File: config.mk
export PLATFORM = sky130hd
export DESIGN_NAME = if_fetch_branch_ctrl
export DESIGN_NICKNAME = d
export VERILOG_FILES = /design/src/rtl/if_fetch_branch_ctrl.sv
export SDC_FILE = /design/constraint.sdc
export NUM_CORES = 1
export LEC_CHECK = 0
export CAP_MARGIN = 20
export CORE_ASPECT_RATIO = 1.1
export CORE_MARGIN = 5
export CORE_UTILIZATION = 30
export CTS_BUF_LIST = sky130_fd_sc_hd__clkbuf_4 sky130_fd_sc_hd__clkbuf_8
export DETAILED_ROUTE_END_ITERATION = 8
export GPL_TIMING_DRIVEN = 0
export SLEW_MARGIN = 20
export SYNTH_ARGS = -nofsm -noshare
export SYNTH_HDL_FRONTEND = slang
export SYNTH_SLANG_ARGS = --single-unit
export TNS_END_PERCENT = 50
File: constraint.sdc
create_clock -name clk -period 2.3 [get_ports clk]
set_input_delay 0.23 -clock clk [delete_from_list [all_inputs] [get_ports clk]]
set_output_delay 0.23 -clock clk [all_outputs]
set_load 0.01 [all_outputs]
File: src/rtl/if_fetch_branch_ctrl.sv
// -----------------------------------------------------------------------------
// if_fetch_branch_ctrl
//
// IF-stage program counter plus the IF/ID pipeline register.
//
// A level "branch in ID" hold from the downstream hold logic becomes a single
// bubble, which lets the branch drain out of ID. Fetch then parks in BR_WAIT
// until EX resolves the branch:
//   - taken     : redirect the PC (target forced word-aligned) and insert a bubble
//   - not taken : resume sequential fetch at once
// If EX does not resolve within WAIT_MAX cycles, a sticky timeout flag is set
// and fetch resumes sequentially.
//
// A load-use stall freezes every register, including the FSM and the wait
// counter. EX is frozen too, so a resolution that arrives during the stall is
// applied on the first cycle after the stall releases.
//
// Ports
//   clk          in   rising-edge clock
//   rst          in   synchronous, active-high reset
//   PChold       in   branch in ID (from the branch hold logic)
//   IFIDhold     in   branch in ID (from the branch hold logic, OR'd with PChold)
//   lw_stall     in   load-use stall: freeze all state
//   br_valid_ex  in   EX resolves the outstanding branch this cycle
//   br_taken_ex  in   resolved outcome
//   br_target_ex in   taken target address
//   imem_rdata   in   instruction at imem_addr (combinational instruction memory)
//   imem_addr    out  current PC
//   ifid_instr   out  IF/ID instruction
//   ifid_pc4     out  IF/ID PC+4 of that instruction
//   ifid_valid   out  IF/ID holds a real instruction (0 = bubble)
//   br_timeout   out  sticky resolution-timeout flag, cleared only by rst
// -----------------------------------------------------------------------------
module if_fetch_branch_ctrl #(
    parameter int                   ADDR_W    = 32,
    parameter int                   INSTR_W   = 32,
    parameter logic [ADDR_W-1:0]    RESET_PC  = '0,
    parameter logic [INSTR_W-1:0]   NOP_INSTR = '0,
    parameter int                   WAIT_MAX  = 4
) (
    input  logic                 clk,
    input  logic                 rst,
    input  logic                 PChold,
    input  logic                 IFIDhold,
    input  logic                 lw_stall,
    input  logic                 br_valid_ex,
    input  logic                 br_taken_ex,
    input  logic [ADDR_W-1:0]    br_target_ex,
    input  logic [INSTR_W-1:0]   imem_rdata,
    output logic [ADDR_W-1:0]    imem_addr,
    output logic [INSTR_W-1:0]   ifid_instr,
    output logic [ADDR_W-1:0]    ifid_pc4,
    output logic                 ifid_valid,
    output logic                 br_timeout
);

    localparam int                CNT_W    = $clog2(WAIT_MAX) + 1;
    localparam logic [ADDR_W-1:0] PC_INC   = ADDR_W'(4);
    localparam logic [ADDR_W-1:0] ALIGN_MK = ~(ADDR_W'(3));
    localparam logic [CNT_W-1:0]  CNT_LAST = CNT_W'(WAIT_MAX - 1);
    localparam logic [CNT_W-1:0]  CNT_ONE  = CNT_W'(1);

    typedef enum logic [0:0] {
        RUN     = 1'b0,
        BR_WAIT = 1'b1
    } state_e;

    state_e               state_q, state_d;
    logic [CNT_W-1:0]     wait_cnt_q, wait_cnt_d;
    logic [ADDR_W-1:0]    pc_q, pc_d;
    logic [INSTR_W-1:0]   ifid_instr_q, ifid_instr_d;
    logic [ADDR_W-1:0]    ifid_pc4_q, ifid_pc4_d;
    logic                 ifid_valid_q, ifid_valid_d;
    logic                 br_timeout_q, br_timeout_d;

    logic                 hold_s;
    logic [ADDR_W-1:0]    pc_plus4_s;
    logic [ADDR_W-1:0]    tgt_aligned_s;

    assign hold_s        = PChold | IFIDhold;
    // Wraps naturally modulo 2^ADDR_W.
    assign pc_plus4_s    = pc_q + PC_INC;
    // Targets are forced onto a word boundary by clearing the low two bits.
    assign tgt_aligned_s = br_target_ex & ALIGN_MK;

    // Next-state, next-PC and IF/ID contents for one normal (non-stalled) edge.
    always_comb begin
        state_d      = state_q;
        wait_cnt_d   = wait_cnt_q;
        pc_d         = pc_q;
        ifid_instr_d = ifid_instr_q;
        ifid_pc4_d   = ifid_pc4_q;
        ifid_valid_d = ifid_valid_q;
        br_timeout_d = br_timeout_q;

        case (state_q)
            RUN: begin
                if (hold_s) begin
                    // One bubble lets the branch leave ID; the PC waits for EX.
                    ifid_instr_d = NOP_INSTR;
                    ifid_valid_d = 1'b0;
                    wait_cnt_d   = '0;
                    state_d      = BR_WAIT;
                end else begin
                    ifid_instr_d = imem_rdata;
                    ifid_pc4_d   = pc_plus4_s;
                    ifid_valid_d = 1'b1;
                    pc_d         = pc_plus4_s;
                end
            end
            BR_WAIT: begin
                // Hold is deliberately ignored here: only EX resolution or the
                // timeout leaves this state, so no second branch is accepted.
                if (br_valid_ex && br_taken_ex) begin
                    pc_d         = tgt_aligned_s;
                    ifid_instr_d = NOP_INSTR;
                    ifid_valid_d = 1'b0;
                    state_d      = RUN;
                end else if (br_valid_ex) begin
                    // Not taken: the instruction at pc is already the right one.
                    ifid_instr_d = imem_rdata;
                    ifid_pc4_d   = pc_plus4_s;
                    ifid_valid_d = 1'b1;
                    pc_d         = pc_plus4_s;
                    state_d      = RUN;
                end else if (wait_cnt_q < CNT_LAST) begin
                    wait_cnt_d   = wait_cnt_q + CNT_ONE;
                    ifid_instr_d = NOP_INSTR;
                    ifid_valid_d = 1'b0;
                end else begin
                    br_timeout_d = 1'b1;
                    ifid_instr_d = NOP_INSTR;
                    ifid_valid_d = 1'b0;
                    state_d      = RUN;
                end
            end
            default: begin
                // Unreachable encoding: recover to a clean RUN with a bubble.
                state_d      = RUN;
                wait_cnt_d   = '0;
                ifid_instr_d = NOP_INSTR;
                ifid_valid_d = 1'b0;
            end
        endcase
    end

    // State registers: reset first, then the load-use stall freezes everything.
    always_ff @(posedge clk) begin
        if (rst) begin
            state_q      <= RUN;
            wait_cnt_q   <= '0;
            pc_q         <= RESET_PC;
            ifid_instr_q <= NOP_INSTR;
            ifid_pc4_q   <= '0;
            ifid_valid_q <= 1'b0;
            br_timeout_q <= 1'b0;
        end else if (lw_stall) begin
            state_q      <= state_q;
            wait_cnt_q   <= wait_cnt_q;
            pc_q         <= pc_q;
            ifid_instr_q <= ifid_instr_q;
            ifid_pc4_q   <= ifid_pc4_q;
            ifid_valid_q <= ifid_valid_q;
            br_timeout_q <= br_timeout_q;
        end else begin
            state_q      <= state_d;
            wait_cnt_q   <= wait_cnt_d;
            pc_q         <= pc_d;
            ifid_instr_q <= ifid_instr_d;
            ifid_pc4_q   <= ifid_pc4_d;
            ifid_valid_q <= ifid_valid_d;
            br_timeout_q <= br_timeout_d;
        end
    end

    assign imem_addr  = pc_q;
    assign ifid_instr = ifid_instr_q;
    assign ifid_pc4   = ifid_pc4_q;
    assign ifid_valid = ifid_valid_q;
    assign br_timeout = br_timeout_q;

endmodule
======== After elaboration in Yosys (flattened, before gate mapping) ========
Cells that the tools add are included.
W data, S select, Z words.
word-level totals
  register bits after elaboration ......... 102
  bits in latches ......................... 0
  bits in writable memories ............... 0
  bits in read-only memories .............. 0
  bits of input ports ..................... 71
  output and inout port bits .............. 98
  logic and storage cells ................. 52
  memories ................................ 0
operators by class
  add/subtract/negate cells ............... 2
  multipliers ............................. 0
  div/mod/pow operators ................... 0
  magnitude comparators ................... 1
  equality and inequality tests ........... 7
  shift operators ......................... 0
  mux-type cells .......................... 24
  bitwise operators ....................... 6
  reductions and logical operators ........ 5
operators with widths
  operator                 number
  $mux W32                 7
  $pmux W32 S2             3
  $add A32 B3 Y32 const B  1
  $mux W3                  4
  $ne A2 B2 Y1 const B     5
  $reduce_and A5 Y1        2
  $mux W1                  7
  $pmux W3 S2              1
  $not A1 Y1               5
  $pmux W1 S2              2
  $reduce_and A4 Y1        1
  $add A3 B1 Y3 const B    1
  $lt A3 B2 Y1 const B     1
  $ne A3 B2 Y1 const B     1
  $reduce_and A3 Y1        1
  $ne A2 B1 Y1 const B     1
  $logic_and A1 B1 Y1      1
  $or A1 B1 Y1             1

======== Depth between registers and ports, before layout ========
Gate-level depths: netlist of the first run.
  depth after elaboration ................. 5
  depth in mapped cells ................... 7
  gate-level depth less buffers ........... 6

======== Least setup slack after synthesis of the first run ========
Ideal clock, no wire load.
  path kind ............................... register -> register
  start ................................... register pc_q[2], in the netlist imem_addr[2]
  end ..................................... register ifid_pc4_q[28], in the netlist ifid_pc4[28]
  library setup time ...................... 0.086 ns
  data arrival time ....................... 2.005 ns
  required time ........................... 2.214 ns
  path slack .............................. 0.209 ns
  cell stages (with the launch flop) ...... 7
  path buffers ............................ 0
  clock period less this slack ............ 2.091 ns
  cell sequence ........................... dfxtp_1 -> ha_1 -> nand3_1 -> or2_4 -> or4_4 -> xnor2_1 -> a211oi_1
on the way
  cells in the longest elaborated chain, start to end .. 4
  elaborated cells on any way between the ends .. 5
  those cells by class .................... add/sub: 1; mux: 4
ends and longest elaborated chain
  what                    RTL line  RTL
  from (decl)             70        logic [ADDR_W-1:0] pc_q, pc_d;
  from (signal assigned)  160       pc_q <= pc_q;
  from (signal assigned)  168       pc_q <= pc_d;
  $add A32 B3 Y32 (*)     82        assign pc_plus4_s = pc_q + PC_INC;
  $mux W32                119       end else if (br_valid_ex) begin
  $mux W32                114       if (br_valid_ex && br_taken_ex) begin
  $pmux W32 S2 (*)        96        case (state_q)
  to (signal assigned)    162       ifid_pc4_q <= ifid_pc4_q;
  to (signal assigned)    170       ifid_pc4_q <= ifid_pc4_d;
  to (decl)               72        logic [ADDR_W-1:0] ifid_pc4_q, ifid_pc4_d;
Every way passes the cells marked *; elsewhere a longest branch is shown, timed or not. The select of a mux whose other input is x is not followed.
A chain may end at the register's enable or synchronous reset.

======== Worst setup path after layout of the first run ========
Ends and elaborated chain as after synthesis.

==> flow_metrics.py, run 1 <==
metrics = {
    "outcome": {
        "outcome": "completed",
    },
    "sta": {
        "rsz_0062_raised_after_global_routing": "yes",
        "timing_worst_slew_pin_value_ps": 826,
        "timing.max_slew.rel_slack_pct": 44.6,
        "fin_setup_tns_ps": 0,
        "post-route-period-util_pct": 93.1,
        "fin_worst_hold_slack_ps": 394,
        "timing.final.hold_violations": 0,
        "fmax_mhz": 467,
        "final.min_clock_period_ps": 2140,
        "setup_viol": 0,
        "final-max-slew-violation-count": 0,
        "finClkSkew_ps": 12.6,
    },
    "power_and_ir_drop": {
        "power_density_nw_per_um2": 554,
        "power.combinational.fraction_pct": 13.4,
        "net-switching-power_uw": 917,
        "power_switching_share_pct": 25.8,
        "power.ir.vdd_worst_mv": 0.241,
        "intPower_mw": 2.64,
        "p_seq_share_pct": 50.1,
        "leakage_nw": 2.13,
        "clock_power_share_pct": 36.5,
    },
    "finish": {
        "fin_nets": 751,
        "filler_cell_count": 1461,
        "post-route-util_pct": 45.0,
        "diodes": 0,
        "design_area_um2": 6420,
        "area_growth_pct": 48.9,
        "final-seq-area_um2": 1960,
        "multi_input_gate_area_um2": 2120,
        "drive_above_1_share_pct": 6.88,
        "fin_cells": 875,
    },
    "floorplanning": {
        "floorplan.rows": 46,
        "floorplan.die.height_um": 136,
        "boundaryPins": 169,
        "die_area_um2": 16900,
        "starting_density_of_the_core_pct": 30.2,
        "die-width_um": 124,
        "floorplan.core_area_um2": 14300,
    },
    "synth": {
        "synth_area_per_cell_um2": 8.57,
        "yosysWarningCount": 0,
        "synthFlopType": "dfxtp_1",
        "syn_inst": 503,
        "synth-async-reset-ratio_pct": 0,
        "mapped_cell_area_um2": 4310,
        "netlist_top_cells_count": "98 x dfxtp_1, 69 x nor2_1, 46 x a22oi_1, 36 x nand2_1, 35 x a21oi_1",
        "ys_seq_area_share_pct": 45.5,
        "synth_cell_types": 51,
        "ys_ff_latch": 98,
        "synth.most_common_cell": "dfxtp_1",
        "synth_top_area_share_pct": 45.5,
        "post_synth_top_area_cell": "dfxtp_1",
        "edff_count_synth": 0,
        "synth.area.top_cells": "dfxtp_1 46%, a22oi_1 8.0%, nor2_1 6.0%",
    },
    "global_route": {
        "first_global_vias": 4582,
        "grt_ovf": 0,
        "antenna_found_initial": 0,
        "grt_max_degree": 17,
        "grt_pass1_wl_mm": 25.0,
        "grt_util_all_layers_pct": 18.5,
    },
    "clock_network": {
        "clk_pin_slew_ps": 100,
        "cts-htree-levels": 3,
        "cts_max_path_buffers": 2,
        "clock-sinks": 98,
        "clk_latency_ps": 380,
        "cts-buffers-inserted": 9,
        "holdBufCountCts": 0,
        "cts_root_buffer": "clkbuf_8",
        "cts_tree": "done",
    },
    "critical_path": {
        "critPathArrivalTime_ps": 2440,
        "critPathKind": "register to register",
        "cp-start-kind": "register",
        "cell_family_contributing_the_most_delay_on_the_critical_path": "simple AND/OR/NAND/NOR gates",
        "cp_slowest_cell": "or4_4",
        "timing.critical_path.required_ps": 2600,
        "timing.critical_path.slowest_cell_delay_ps": 530,
        "worstPathCellList": "ha_2, nand3_1, or2_4, or4_4, xnor2_1, a211oi_1",
        "cp-end-kind": "register",
        "path_max_fanout": 8,
        "worstPathBufferInverterCount": 0,
    },
    "route": {
        "drt-initial-drc-count": 302,
        "drc": 0,
        "vias": 4493,
        "drt-pass1-iter-count": 6,
        "detail-route-antenna-nets": 0,
        "route.final.wire_length_mm": 15.8,
        "routedWlPerCell_um": 18.1,
        "detail_route.vias_per_cell": 5.13,
    },
    "placement": {
        "port_buffers": 161,
        "gpl.final_weighted_congestion": 0.841,
        "hpwl_mm": 12.1,
        "dpl.cell_count": 859,
        "placedInstanceArea_um2": 6170,
    },
    "min_path": {
        "hold_class": "input port to register",
    },
    "flow_run": {
        "max_cap_viol_count": 0,
    },
}
==> cell families after synthesis <==
logic type | share of synthesized area, %
AND/OR/NAND/NOR | 20.4
AO/OA/AOI/OAI | 23.7
flip-flops | 45.5
buffers and inverters | 5.86
XOR/XNOR | 3.86
adder cells (fa/ha/maj) | 0.580
other | 0.0870
==> layer usage <==
metal  up-vias  part of all wire (%)  GRT usage [%]  routed length, µm
met5         -                     0              0                  0
met4         0                   2.2           7.55                353
met3        26                   9.2           7.14               1460
met2       180                    47           30.2               7460
met1      2110                    41           21.9               6570
li1       2177                     -              -                  -
==> layout make-up <==
class | count | share of cell area, %
Multi-Input combinational cell | 354 | 33.1
Timing Repair Buffer | 161 | 25.1
Buffer | 44 | 3.35
Clock inverter | 6 | 1.38
Clock buffer | 10 | 2.14
Tap cell | 192 | 3.74
Sequential cell | 98 | 30.6
Inverter | 10 | 0.585
==> worst register-to-register path, stage by stage (launching register included) <==
cell and delay, ps:
dfxtp_2 430, ha_2 270, nand3_1 170, or2_4 300, or4_4 540, xnor2_1 140
a211oi_1 210
==> power groups by stage <==
stage	clock network [mW]	logic (mW)	registers, mW
floorplan	0	0.176	1.83
global placement	0	0.471	1.82
detailed placement	0	0.477	1.82
CTS	1.33	0.479	1.78
global route	1.40	0.517	1.79
finish	1.30	0.478	1.78
==> repair_timing <==
action                                  CTS  global route
pin swaps                                 0             0
hold endpoints to repair                  0             0
endpoints found under the setup margin    1            26
gates resized for setup                   1             6
buffers inserted                          0             0
==> worst paths after layout <==
check                     from            end  slack (ps)  cells after the start
setup / recovery  imem_addr[2]   ifid_pc4[28]         160                      6
hold / removal        lw_stall  imem_addr[13]         390                      5
setup reg to reg  imem_addr[2]   ifid_pc4[28]         160                      6
hold reg to reg   ifid_pc4[29]   ifid_pc4[29]         470                      2
==> through the flow <==
| step | setup WS, ps | power [mW] |
|---|---|---|
| after global routing | -6.10 | 3.70 |
| after global placement | -131 | 2.29 |
| final | 159 | 3.56 |
| after CTS | 79.0 | 3.59 |
| after floorplan | 209 | 2.01 |
| after detailed placement | -133 | 2.30 |
==> registers in the layout, indices dropped and copies added, names as in the netlist <==
register and flops:
ifid_instr 32, wait_cnt_q 3, state_q 1, br_timeout 1
ifid_pc4 30, ifid_valid 1, imem_addr 30
==> layout by cell type, fill, tap and decap left out, types with 7 or more instances in the layout <==
cell type        count
clkdlybuf4s50_1    161
dfxtp_1             96
nor2_1              69
a22oi_1             46
nand2_1             36
a21oi_1             35
clkbuf_1            24
a211oi_1            17
o21ai_0             16
xnor2_1             13
buf_2               12
nand3_1             11
inv_1               10
a31oi_1             10
clkbuf_8            10
nand4_1              8
and4_1               7
nor4_1               7
Power figures use the tool's default switching activity.
==> run 2: changes to the inputs <==
--- a/config.mk
+++ b/config.mk
@@ -5,7 +5,7 @@
 export SDC_FILE = /design/constraint.sdc
 export NUM_CORES = 1
 export LEC_CHECK = 0
-export CAP_MARGIN = 20
+export ABC_AREA = 1
 export CORE_ASPECT_RATIO = 1.1
 export CORE_MARGIN = 5
 export CORE_UTILIZATION = 30
==> run 2 against run 1 <==
  * Clock power is 19% lower
  * Largest cell class unchanged
  * Worst hold slack hardly changed
  * Critical path depth is 1 higher
  * Setup slack better by 280 ps
  * Sequential power hardly changed
  * Count of clock-buffer cells in the layout is 2 higher
  * Area after synthesis is 0.20% lower
  * Wire length is 6.4% lower
  * Global-route usage is 0.54 points lower
  * Total power is 12% lower
==> flow_metrics.py, run 2 <==
metrics = {
    "outcome": {
        "outcome": "completed",
    },
    "min_path": {
        "holdPathStages": 3,
        "hold_class": "input port to register",
    },
    "synth": {
        "ys_seq_area_share_pct": 45.6,
        "synth-async-reset-ratio_pct": 0,
        "synth_area_per_cell_um2": 7.01,
        "yosysWarningCount": 0,
        "mapped_cell_area_um2": 4300,
        "synth_top_area_share_pct": 45.6,
        "ys_ff_latch": 98,
        "netlist_top_cells_count": "225 x nand2_1, 98 x dfxtp_1, 89 x a21oi_1, 58 x nor2_1, 27 x inv_1",
        "synthFlopType": "dfxtp_1",
        "synth.area.top_cells": "dfxtp_1 46%, nand2_1 20%, a21oi_1 10%",
        "synth_cell_types": 26,
        "syn_inst": 614,
        "synth.most_common_cell": "nand2_1",
        "post_synth_top_area_cell": "dfxtp_1",
        "edff_count_synth": 0,
    },
    "sta": {
        "setup_viol": 0,
        "fin_worst_hold_slack_ps": 393,
        "finClkSkew_ps": 10.6,
        "timing.final.hold_violations": 0,
        "rsz_0062_raised_after_global_routing": "no",
        "fmax_mhz": 538,
        "timing.max_slew.rel_slack_pct": 59.1,
        "final-max-slew-violation-count": 0,
        "timing_worst_slew_pin_value_ps": 613,
        "post-route-period-util_pct": 80.8,
        "final.min_clock_period_ps": 1860,
        "fin_setup_tns_ps": 0,
        "final_critical_path_setup_slack_ps": 442,
    },
    "route": {
        "detail_route.vias_per_cell": 4.62,
        "drt-pass1-iter-count": 4,
        "drc": 0,
        "route.final.wire_length_mm": 14.8,
        "vias": 4557,
        "detail-route-antenna-nets": 0,
        "routedWlPerCell_um": 15.0,
        "drt-initial-drc-count": 189,
    },
    "critical_path": {
        "path_max_fanout": 6,
        "critPathArrivalTime_ps": 2160,
        "cp-start-kind": "register",
        "reg2regPathDepth": 7,
        "cp-end-kind": "register",
        "timing.critical_path.required_ps": 2610,
        "critPathKind": "register to register",
    },
    "power_and_ir_drop": {
        "power.ir.vdd_worst_mv": 0.314,
        "power_density_nw_per_um2": 494,
        "total_power_mw": 3.14,
        "leakage_nw": 2.15,
    },
    "placement": {
        "place_worst_setup_slack_ps": 38.9,
        "gpl.final_weighted_congestion": 0.900,
        "hpwl_mm": 12.0,
        "port_buffers": 161,
    },
    "global_route": {
        "grt_pass1_wl_mm": 23.4,
        "grt_util_all_layers_pct": 17.9,
        "grt_ovf": 0,
        "first_global_vias": 4656,
        "grt_max_degree": 16,
        "antenna_found_initial": 0,
    },
    "flow_run": {
        "max_cap_viol_count": 0,
    },
    "clock_network": {
        "clock-sinks": 98,
        "clk_pin_slew_ps": 90,
        "cts.repair.resized": 0,
        "cts-buffers-inserted": 9,
        "cts_root_buffer": "clkbuf_8",
        "cts_max_path_buffers": 2,
        "post-cts-setup-buffer-count": 0,
        "clk_latency_ps": 380,
        "cts-htree-levels": 3,
        "holdBufCountCts": 0,
        "cts_tree": "done",
    },
    "floorplanning": {
        "starting_density_of_the_core_pct": 30.1,
        "floorplan.die.height_um": 136,
        "floorplan.rows": 46,
        "floorplan.core_area_um2": 14300,
        "die_area_um2": 16800,
        "die-width_um": 124,
        "boundaryPins": 169,
    },
    "finish": {
        "fin_nets": 862,
        "largest_register_ffs": 32,
        "final_common_cell": "nand2_1",
        "area_growth_pct": 47.6,
        "drive_above_1_share_pct": 4.79,
        "diodes": 0,
        "most_frequent_cells_in_the_layout": "225 x nand2_1, 161 x clkdlybuf4s50_1, 98 x dfxtp_1",
    },
}
-- run 2: cell types whose count changed after synthesis, moves of 6 or more --
| cell | change |
|---|---|
| nor2_1 | -11 |
| o21ai_0 | -17 |
| and3_1 | -6 |
| nand4_1 | -8 |
| a211oi_1 | -17 |
| nand3_1 | +13 |
| inv_1 | +17 |
| nand2_1 | +189 |
| xnor2_1 | -9 |
| nor4_1 | -7 |
| a22oi_1 | -22 |
| a21oi_1 | +54 |
| and4_1 | -7 |
-- run 2: cells by family after synthesis --
group | count (synthesis) | synth area share [%]
buffers and inverters | 63 | 6.28
xor gates and xnor gates | 13 | 2.65
other | 1 | 0.0872
adders and majority gates | 2 | 0.581
DFF | 98 | 45.6
and+or+nand+nor | 312 | 28.2
AOI/OAI and AO/OA | 125 | 16.6
-- run 2: final timing paths --
check	to	slack, ps	startpoint
setup / recovery	imem_addr[16]	440	imem_addr[2]
hold / removal	ifid_instr[29]	390	imem_rdata[29]
setup reg to reg	imem_addr[16]	440	imem_addr[2]
hold reg to reg	ifid_pc4[8]	470	ifid_pc4[8]
-- run 2: layout make-up --
type / count / area (µm²)
clock inverter: 4 / 26.3
multi-input combinational: 456 / 2080
tap: 192 / 240
clock buffer: 12 / 159
fill: 1509 / 7920
inverter: 29 / 109
sequential: 98 / 1960
timing repair buffer: 161 / 1610
buffer: 34 / 161
-- run 2: power breakdown --
group	total, mW	switching [mW]	internal [mW]
Clock	1.05	0.584	0.463
Combinational	0.346	0.161	0.185
Sequential	1.75	0.0245	1.72
-- run 2: critical path, cell delays in order, from the launching register on --
cell	delay (ps)
dfxtp_1	440
ha_1	250
nand3_1	160
nor2_1	400
nand3_1	170
xnor2_1	170
nand2_1	90
a21oi_1	120
-- run 2: per-layer routing --
layer	wire length (µm)	up-vias	global-route usage [%]
met3	1500	11	7.94
met1	5780	2063	19.4
met2	7400	144	31.8
met5	0	-	0
met4	153	0	4.32
li1	-	2339	-
-- run 2: metrics by stage --
stage / instances / cell area (µm²) / utilization, %
after floorplan: 617 / 4310 / -
after global placement: 970 / 6170 / 43.2
after detailed placement: 970 / 6170 / 43.2
after CTS: 986 / 6350 / 44.5
after global routing: 986 / 6350 / 44.5
final: 986 / 6350 / 44.5
==> run 3: changes to the inputs <==
==> constraint.sdc (replaced) <==
create_clock -name clk -period 1.62 [get_ports clk]
set_input_delay 0.162 -clock clk [delete_from_list [all_inputs] [get_ports clk]]
set_output_delay 0.162 -clock clk [all_outputs]
set_load 0.01 [all_outputs]
==> run 3 against run 2 <==
  * Flip-flop and latch count stayed put
  * First-iteration DRC count is 16% lower
  * Wire length is 1.3% higher
  * Global-route usage is 0.069 points higher
  * Setup slack worse by 370 ps
  * Design area is 3.2% higher
  * Non-clock buffer count is 6 higher
  * Critical path depth is 6 lower
  * Register-to-register slack worse by 340 ps
  * Final cell count is 0.61% higher
  * Clock power is 43% higher
  * Combinational power is 48% higher
  * Largest cell class unchanged
  * Largest power group unchanged
==> flow_metrics.py, run 3 (same netlist as run 2, synthesis figures left out) <==
metrics = {
    "route": {
        "drt-pass1-iter-count": 4,
        "detail_route.vias_per_cell": 4.63,
        "drc": 0,
        "detail-route-antenna-nets": 0,
        "route.final.wire_length_mm": 15.0,
        "drt-initial-drc-count": 158,
        "vias": 4594,
        "routedWlPerCell_um": 15.1,
    },
    "min_path": {
        "hold_class": "input port to register",
        "min-delay-start": "imem_rdata[31]",
        "holdPathStages": 3,
        "hold_path_end": "ifid_instr[31]",
    },
    "critical_path": {
        "reg2regPathDepth": 10,
        "critPathArrivalTime_ps": 1380,
        "worstReg2RegStart": "state_q",
        "path_max_fanout": 6,
        "cp_num_cells": 1,
        "r2r_slack_ps": 100,
        "critPathKind": "register to output pin",
        "worstPathCellList": "clkdlybuf4s50_1",
        "cell_family_contributing_the_most_delay_on_the_critical_path": "buffers and inverters",
        "cp-start-kind": "register",
        "timing.critical_path.required_ps": 1460,
        "timing.rr.end": "ifid_pc4[28]",
        "cp-end-kind": "output pin",
        "cp_slowest_cell": "clkdlybuf4s50_1",
        "worstPathBufferInverterCount": 1,
        "timing.critical_path.slowest_cell_delay_ps": 580,
    },
    "placement": {
        "place_worst_setup_slack_ps": -573,
        "gpl.final_weighted_congestion": 0.900,
        "port_buffers": 161,
        "hpwl_mm": 12.0,
        "placedInstanceArea_um2": 6170,
    },
    "clock_network": {
        "clk_latency_ps": 380,
        "cts-htree-levels": 3,
        "holdBufCountCts": 0,
        "cts_root_buffer": "clkbuf_8",
        "clock-sinks": 98,
        "clk_pin_slew_ps": 100,
        "cts_tree": "done",
        "cts-buffers-inserted": 9,
        "cts_max_path_buffers": 2,
    },
    "sta": {
        "final-max-slew-violation-count": 0,
        "timing.final.hold_violations": 0,
        "timing.max_slew.rel_slack_pct": 62.0,
        "setup_viol": 0,
        "rsz_0062_raised_after_global_routing": "yes",
        "final.min_clock_period_ps": 1540,
        "fin_setup_tns_ps": 0,
        "timing_worst_slew_pin_value_ps": 571,
        "finClkSkew_ps": 14.3,
        "fmax_mhz": 647,
        "post-route-period-util_pct": 95.3,
        "final_critical_path_setup_slack_ps": 75.4,
    },
    "floorplanning": {
        "floorplan.core_area_um2": 14300,
        "die_area_um2": 16800,
        "die-width_um": 124,
        "floorplan.die.height_um": 136,
        "floorplan.rows": 46,
        "boundaryPins": 169,
        "starting_density_of_the_core_pct": 30.1,
    },
    "outcome": {
        "outcome": "completed",
    },
    "global_route": {
        "antenna_found_initial": 0,
        "grt_pass1_wl_mm": 23.6,
        "first_global_vias": 4708,
        "grt_ovf": 0,
        "grt_util_all_layers_pct": 18.0,
        "grt_max_degree": 16,
    },
    "flow_run": {
        "max_cap_viol_count": 0,
    },
    "power_and_ir_drop": {
        "power.ir.vdd_worst_mv": 0.449,
        "total_power_mw": 4.49,
        "power_density_nw_per_um2": 685,
        "leakage_nw": 2.24,
    },
    "finish": {
        "largest_register_ffs": 32,
        "fin_nets": 868,
        "diodes": 0,
        "area_growth_pct": 52.3,
        "filler_cell_count": 1501,
        "final_common_cell": "nand2_1",
        "drive_above_1_share_pct": 11.4,
        "design_area_um2": 6550,
        "most_frequent_cells_in_the_layout": "222 x nand2_1, 160 x clkdlybuf4s50_1, 88 x a21oi_1",
    },
}
## run 3: changes by cell type in the layout (fill, tap and decap cells not counted), moves of 2 or more
cell / before / now
dfxtp_4: 0 / 2
nand2_2: 1 / 3
clkbuf_2: 0 / 4
clkbuf_1: 19 / 15
nor2_4: 0 / 5
buf_2: 9 / 4
dfxtp_2: 0 / 22
clkbuf_4: 1 / 3
buf_6: 0 / 3
buf_4: 6 / 12
dfxtp_1: 98 / 74
nor2_1: 58 / 44
nor2_2: 0 / 9
nand2_1: 225 / 222
## run 3: layout make-up
class | count | area [µm²] | area share [%]
Timing Repair Buffer | 167 | 1660 | 25.4
Multi-Input combinational cell | 456 | 2170 | 33.1
Buffer | 34 | 186 | 2.85
Clock buffer | 12 | 159 | 2.43
Inverter | 29 | 109 | 1.66
Tap cell | 192 | 240 | 3.67
Sequential cell | 98 | 2000 | 30.5
Clock inverter | 4 | 26.3 | 0.401
## run 3: worst max-delay path by stage
| stage | slack [ps] | endpoint | startpoint |
|---|---|---|---|
| floorplan | 110 | ifid_pc4[16] | imem_addr[2] |
| finish | 80 | imem_addr[22] | imem_addr[22] |
| detailed placement | -570 | ifid_pc4[28] | IFIDhold |
| CTS | 0.03 | imem_addr[29] | imem_addr[29] |
| global route | -7 | imem_addr[15] | imem_addr[5] |
| global placement | -540 | ifid_pc4[26] | IFIDhold |
## run 3: through the flow
step | instances | hold slack, ps | utilization, %
final | 992 | 321 | 45.9
after global routing | 992 | 306 | 45.9
after CTS | 990 | 294 | 45.0
after detailed placement | 970 | 454 | 43.2
after global placement | 970 | 447 | 43.2
after floorplan | 617 | 306 | -
## run 3: power breakdown
group | leakage, nW | switching [mW] | internal, mW | total (mW)
logic | 1.35 | 0.234 | 0.276 | 0.511
clock network | 0.0958 | 0.842 | 0.657 | 1.50
registers | 0.804 | 0.0360 | 2.44 | 2.48
total | 2.24 | 1.11 | 3.38 | 4.49
## run 3: what timing repair did
item / CTS / global route
pin swaps: 1 / 4
setup buffers: 4 / 2
resized for setup: 22 / 44
endpoints found under the setup margin: 96 / 92
## run 3: layer usage
layer  routed length (µm)  global-route usage, %  vias to the layer above
met5                    0                      0                        -
met4                  270                   5.30                        0
met3                 1390                   7.94                       19
met2                 7380                   31.4                      134
met1                 5980                   19.6                     2088
li1                     -                      -                     2353
